### config.mk
export PLATFORM = sky130hd
export DESIGN_NAME = ahb_req_master
export DESIGN_NICKNAME = d
export VERILOG_FILES = /design/src/rtl/ahb_req_master.sv
export SDC_FILE = /design/constraint.sdc
export NUM_CORES = 1
export LEC_CHECK = 0
export ABC_CLOCK_PERIOD_IN_PS = 2100
export CAP_MARGIN = 30
export CORE_UTILIZATION = 40
export CTS_CLUSTER_SIZE = 8
export DETAILED_ROUTE_END_ITERATION = 16
export PLACE_DENSITY = 0.88
export SYNTH_ARGS = -nofsm -noshare
export SYNTH_HDL_FRONTEND = slang
export SYNTH_SLANG_ARGS = --single-unit
### constraint.sdc
create_clock -name i_hclk -period 2.1 [get_ports i_hclk]
set_clock_uncertainty 0.2 [all_clocks]
set_input_delay 0.525 -clock i_hclk [delete_from_list [all_inputs] [get_ports i_hclk]]
set_output_delay 0.525 -clock i_hclk [all_outputs]
set_load 0.01 [all_outputs]
### src/rtl/ahb_req_master.sv
// ahb_req_master: turns a simple request (start/write/addr/len) into an AHB-Lite
// incrementing word burst. Bursts are split at 1KB boundaries. An ERROR, RETRY or
// SPLIT response aborts the rest of the request and flags o_err.
//
// Ports
//   i_hclk, i_hreset_n             clock, async active-low reset
//   i_start, i_write, i_addr, i_len request (sampled while idle)
//   i_wdata / o_wdata_rd           write data source / consume strobe
//   o_rdata / o_rdata_vld          read beat and its qualifier
//   o_busy, o_done, o_err          request status
//   o_h*                           AHB master outputs
//   i_hready, i_hresp, i_hrdata    AHB slave responses
//
// state     | meaning
// ----------+-----------------------------------------------------------
// ST_IDLE   | no request; waiting for i_start
// ST_ADDR   | issuing address phases (previous beat's data phase overlaps)
// ST_DATA_L | all addresses issued, last data phase in flight
// ST_ERR    | error seen, waiting for the second cycle of the response
module ahb_req_master #(
  parameter int DATA_WDT = 32
) (
  input  logic                i_hclk,
  input  logic                i_hreset_n,
  input  logic                i_start,
  input  logic                i_write,
  input  logic [31:0]         i_addr,
  input  logic [4:0]          i_len,
  input  logic [DATA_WDT-1:0] i_wdata,
  output logic                o_wdata_rd,
  output logic [DATA_WDT-1:0] o_rdata,
  output logic                o_rdata_vld,
  output logic                o_busy,
  output logic                o_done,
  output logic                o_err,
  output logic [31:0]         o_haddr,
  output logic [1:0]          o_htrans,
  output logic [2:0]          o_hburst,
  output logic [2:0]          o_hsize,
  output logic                o_hwrite,
  output logic [DATA_WDT-1:0] o_hwdata,
  input  logic                i_hready,
  input  logic [1:0]          i_hresp,
  input  logic [DATA_WDT-1:0] i_hrdata
);

  localparam logic [1:0] HT_IDLE   = 2'd0;
  localparam logic [1:0] HT_NONSEQ = 2'd2;
  localparam logic [1:0] HT_SEQ    = 2'd3;

  localparam logic [2:0] HB_SINGLE = 3'd0;
  localparam logic [2:0] HB_INCR   = 3'd1;
  localparam logic [2:0] HB_INCR4  = 3'd3;
  localparam logic [2:0] HB_INCR8  = 3'd5;
  localparam logic [2:0] HB_INCR16 = 3'd7;

  typedef enum logic [1:0] {ST_IDLE, ST_ADDR, ST_DATA_L, ST_ERR} state_t;

  state_t      state_q, state_d;
  logic [4:0]  beats_q;     // address phases still to issue, including the current one
  logic        dphase_q;    // a data phase is in flight
  logic [4:0]  len_eff;
  logic [2:0]  burst_sel;
  logic [31:0] haddr_nxt;
  logic        start_ok, resp_err, fault, last_beat, data_ok;

  assign o_hsize = 3'd2;

  always_comb begin
    len_eff = (i_len == 5'd0) ? 5'd1 : i_len;
    case (len_eff)
      5'd1:    burst_sel = HB_SINGLE;
      5'd4:    burst_sel = HB_INCR4;
      5'd8:    burst_sel = HB_INCR8;
      5'd16:   burst_sel = HB_INCR16;
      default: burst_sel = HB_INCR;
    endcase
  end

  always_comb begin
    state_d    = state_q;
    haddr_nxt  = o_haddr + 32'd4;
    // o_done high means the previous request just finished; hold off one cycle
    start_ok   = (state_q == ST_IDLE) && i_start && !o_done;
    resp_err   = (i_hresp != 2'b00);
    // first cycle of a two-cycle error response
    fault      = dphase_q && !i_hready && resp_err;
    last_beat  = (beats_q == 5'd1);
    data_ok    = dphase_q && i_hready && !resp_err &&
                 ((state_q == ST_ADDR) || (state_q == ST_DATA_L));
    o_wdata_rd = (state_q == ST_ADDR) && i_hready && o_hwrite;
    case (state_q)
      ST_IDLE:   if (start_ok) state_d = ST_ADDR;
      ST_ADDR: begin
        if (fault)                      state_d = ST_ERR;
        else if (i_hready && last_beat) state_d = ST_DATA_L;
      end
      ST_DATA_L: begin
        if (fault)         state_d = ST_ERR;
        else if (i_hready) state_d = ST_IDLE;
      end
      ST_ERR:    if (i_hready) state_d = ST_IDLE;
      default:   state_d = ST_IDLE;
    endcase
  end

  always_ff @(posedge i_hclk or negedge i_hreset_n) begin
    if (!i_hreset_n) state_q <= ST_IDLE;
    else             state_q <= state_d;
  end

  always_ff @(posedge i_hclk or negedge i_hreset_n) begin
    if (!i_hreset_n) begin
      o_haddr     <= 32'd0;
      o_htrans    <= HT_IDLE;
      o_hburst    <= HB_SINGLE;
      o_hwrite    <= 1'b0;
      o_hwdata    <= '0;
      o_rdata     <= '0;
      o_rdata_vld <= 1'b0;
      o_busy      <= 1'b0;
      o_done      <= 1'b0;
      o_err       <= 1'b0;
      beats_q     <= 5'd0;
      dphase_q    <= 1'b0;
    end else begin
      o_done      <= 1'b0;
      o_rdata_vld <= 1'b0;
      if (data_ok && !o_hwrite) begin
        o_rdata     <= i_hrdata;
        o_rdata_vld <= 1'b1;
      end
      case (state_q)
        ST_IDLE: begin
          if (start_ok) begin
            o_busy   <= 1'b1;
            o_err    <= 1'b0;
            o_haddr  <= i_addr;
            o_htrans <= HT_NONSEQ;
            o_hburst <= burst_sel;
            o_hwrite <= i_write;
            beats_q  <= len_eff;
            dphase_q <= 1'b0;
          end
        end
        ST_ADDR: begin
          if (fault) begin
            o_htrans <= HT_IDLE;
            dphase_q <= 1'b0;
          end else if (i_hready) begin
            dphase_q <= 1'b1;
            if (o_hwrite) o_hwdata <= i_wdata;
            if (last_beat) begin
              o_htrans <= HT_IDLE;
            end else begin
              o_haddr <= haddr_nxt;
              beats_q <= beats_q - 5'd1;
              // restart as an undefined-length burst on the far side of a 1KB line
              if (haddr_nxt[9:0] == 10'd0) begin
                o_htrans <= HT_NONSEQ;
                o_hburst <= HB_INCR;
              end else begin
                o_htrans <= HT_SEQ;
              end
            end
          end
        end
        ST_DATA_L: begin
          if (fault) begin
            dphase_q <= 1'b0;
          end else if (i_hready) begin
            dphase_q <= 1'b0;
            o_busy   <= 1'b0;
            o_done   <= 1'b1;
            o_err    <= resp_err;
          end
        end
        ST_ERR: begin
          if (i_hready) begin
            o_busy <= 1'b0;
            o_done <= 1'b1;
            o_err  <= 1'b1;
          end
        end
        default: ;
      endcase
    end
  end

endmodule

==> flow_summary.toml <==
[status]
outcome = "finished, violations left"
violations = "hold timing, setup timing"

[yosys]
postSynthAreaPerCell_sq_um = 11.0
syn_inst = 512
synth_commonest_cells = "114 x dfrtp_1, 68 x mux2_2, 37 x nand2_1"
synth-seq-area-share_pct = 50.6
synthFlopType = "dfrtp_1"
syn_area_sq_um = 5630
synth_top_area_share_pct = 50.6
synth-edff-count = 0
synthMostInstantiatedCell = "dfrtp_1"
ys_ff_latch = 114
yosys.area.top_type = "dfrtp_1"
yosys_warnings = 0
netlist_top_cells_area = "dfrtp_1 51%, mux2_2 14%, o21ai_0 2.7%"
synth.distinct_cells = 70
async_flop_share_pct = 100

[routing]
drt_pass1_iterations = 8
wirelength_mm = 20.6
dr_wl_met3_mm = 1.95
avgRoutedWirePerCell_um = 20.1
ant_nets = 0
top_layer = "met4"
wl_met2_mm = 10.4
dr.first_iter.drc_count = 718
wirelength_met1_mm = 7.57
vias_per_cell = 5.61
drc = 0
num_vias = 5734

[sta]
fin_crit_ns = 2.40
final_hold_viol_count = 18
fmax_mhz = 417
tightest_slew_ns = 0.699
rsz0062_at_grt = "true"
whs_ns = -0.0706
finalSetupViolations = 31
slew_headroom_pct = 53.4
period_share_pct = 114
slew_viol_final = 0
layout_setup_ws_ns = -0.298

[min_path]
min_path_type = "in2async"

[floorplanning]
dieArea_sq_um = 14600
num_io_pins = 218
die_h_um = 121
die_x_um = 121
initial_utilization_pct = 40.7
row_count = 43
core_area_sq_um = 13800

[clocking]
cts_tree = "yes"
clkSinkCount = 114
cts_buffers = 17
clkTransAtPathRegs_ns = 0.06
cts.htree.levels = 4
hold_buffers = 0
cts_buffer_depth = 2
clock_latency_ns = 0.42
cts_root_buffer = "clkbuf_16"

[place]
routabilityCongestion = 0.893
hpwl_mm = 12.8
port-buffer-count = 214
dp_cells = 957

[power]
finalPower_mw = 15.0
peakVddDrop_uv = 776
power.density_nw_per_um2 = 1490
switching_share_pct = 36.4
pwr-share-seq_pct = 25.4
p_leak_nw = 4.57
switching_power_mw = 5.48
intPower_mw = 9.55
p_clk_share_pct = 20.1
pwr-share-comb_pct = 54.5

[global_route]
grt_max_degree = 115
gr-total-overflow = 0
antenna_found_initial = 0
grt_pass1_vias = 5746
grt_pass1_wl_mm = 29.5
track_usage_pct = 26.7

[setup_path]
start_kind = "register"
endpoint_kind = "register"
crit_type = "reg2reg"
arrival_ns = 2.55
crit_required_ns = 2.25
critPathMaxFanout = 5

[job]
cap_viol_max_count = 0

[layout]
area_growth_pct = 79.0
fin_nets = 947
final_cells = 1023
diodes = 0
drive_above_1_share_pct = 34.9
-- power by group through the flow --
stage	logic, mW	clock network, mW	registers, mW
after floorplan	2.59	0	4.21
after global placement	6.36	0	3.81
after detailed placement	6.51	0	3.87
after CTS	7.18	3.05	3.77
after global routing	8.71	3.15	3.92
final	8.19	3.02	3.82
-- worst paths after layout --
path,startpoint,to,slack [ns],cells after the start
setup reg to reg,beats_q[1],o_haddr[9],-0.30,8
hold reg to reg,o_err,o_err,0.29,2
hold / removal,i_hreset_n,o_haddr[5],-0.07,2
min in group i_hclk,o_err,o_err,0.29,2
max in group asynchronous,i_hreset_n,o_haddr[7],1.15,2
setup / recovery,beats_q[1],o_haddr[9],-0.30,8
-- cells in the final DEF (no fill, tap or decap), drive strengths merged, types with 4 or more instances in the layout --
master	netlist	routed
a21oi	21	21
a22oi	8	8
and3	8	8
and4	5	5
buf	20	115
clkbuf	12	22
clkdlybuf4s50	0	168
clkinv	0	5
clkinvlp	0	5
dfrtp	114	114
dlygate4sd2	0	27
dlymetal6s2s	0	17
ha	9	9
inv	14	14
mux2	68	68
mux2i	7	7
nand2	37	37
nand2b	4	4
nand3	18	18
nand4	14	14
nor2	26	26
nor3	8	8
nor4	5	5
o21ai	33	33
o22ai	15	15
or3	5	5
-- kinds of logic after synthesis --
kind of cell,after synthesis,share of synthesized area (%)
adders and majority gates,9,2.00
DFF,114,50.6
other,2,0.133
xor gates and xnor gates,3,0.466
buffers and inverters,47,4.15
muxes,75,14.8
AOI/OAI and AO/OA,119,14.1
and+or+nand+nor,143,13.7
-- cell type report --
type / instances / area [sq um]
Fill cell: 867 / 3740
Clock buffer: 19 / 453
Timing Repair Buffer: 330 / 3240
Clock inverter: 13 / 160
Multi-Input combinational cell: 353 / 3080
Sequential cell: 114 / 2870
Tap cell: 180 / 225
Inverter: 14 / 52.6
-- flip-flops by register name, indices dropped and copies added (netlist names) --
name / cells
o_rdata: 32
o_hburst: 3
o_hwrite: 1
o_busy: 1
dphase_q: 1
o_hwdata: 32
o_haddr: 32
o_rdata_vld: 1
beats_q: 5
o_htrans: 2
state_q: 2
o_done: 1
o_err: 1
-- per-stage QoR --
stage	worst slack (ns)	utilization (%)	instance area [sq um]	TNS (ns)	hold slack, ns
after floorplan	-0.0325	-	5670	-0.164	0.0294
final	-0.298	73.0	10100	-3.59	-0.0706
after global placement	-0.399	61.8	8540	-21.27	0.266
after CTS	-0.139	68.6	9480	-2.88	0.0249
after detailed placement	-0.416	61.8	8540	-25.91	0.266
after global routing	-0.331	73.0	10100	-5.97	0.00408
-- per-layer routing --
layer  vias up  GRT usage, %
met3        52          9.15
met2       342          45.3
li1       2541             -
met5         -             0
met1      2799          30.3
met4         0          12.0
-- what timing repair did --
item | in CTS | in global routing
setup buffers | 19 | 9
pin swaps | 10 | 15
gates resized for setup | 71 | 120
cloned | 1 | 5
endpoints found under the setup margin | 71 | 89
-- critical path: stages, from the launching register on --
cell     delay, ns
dfrtp_1       0.39
inv_2         0.08
ha_4          0.12
or4b_4        0.51
o221a_4       0.33
buf_16        0.15
and3_4        0.16
o21ai_1       0.18
o221a_2       0.22
Note: power is estimated with default switching activity, not from simulation.
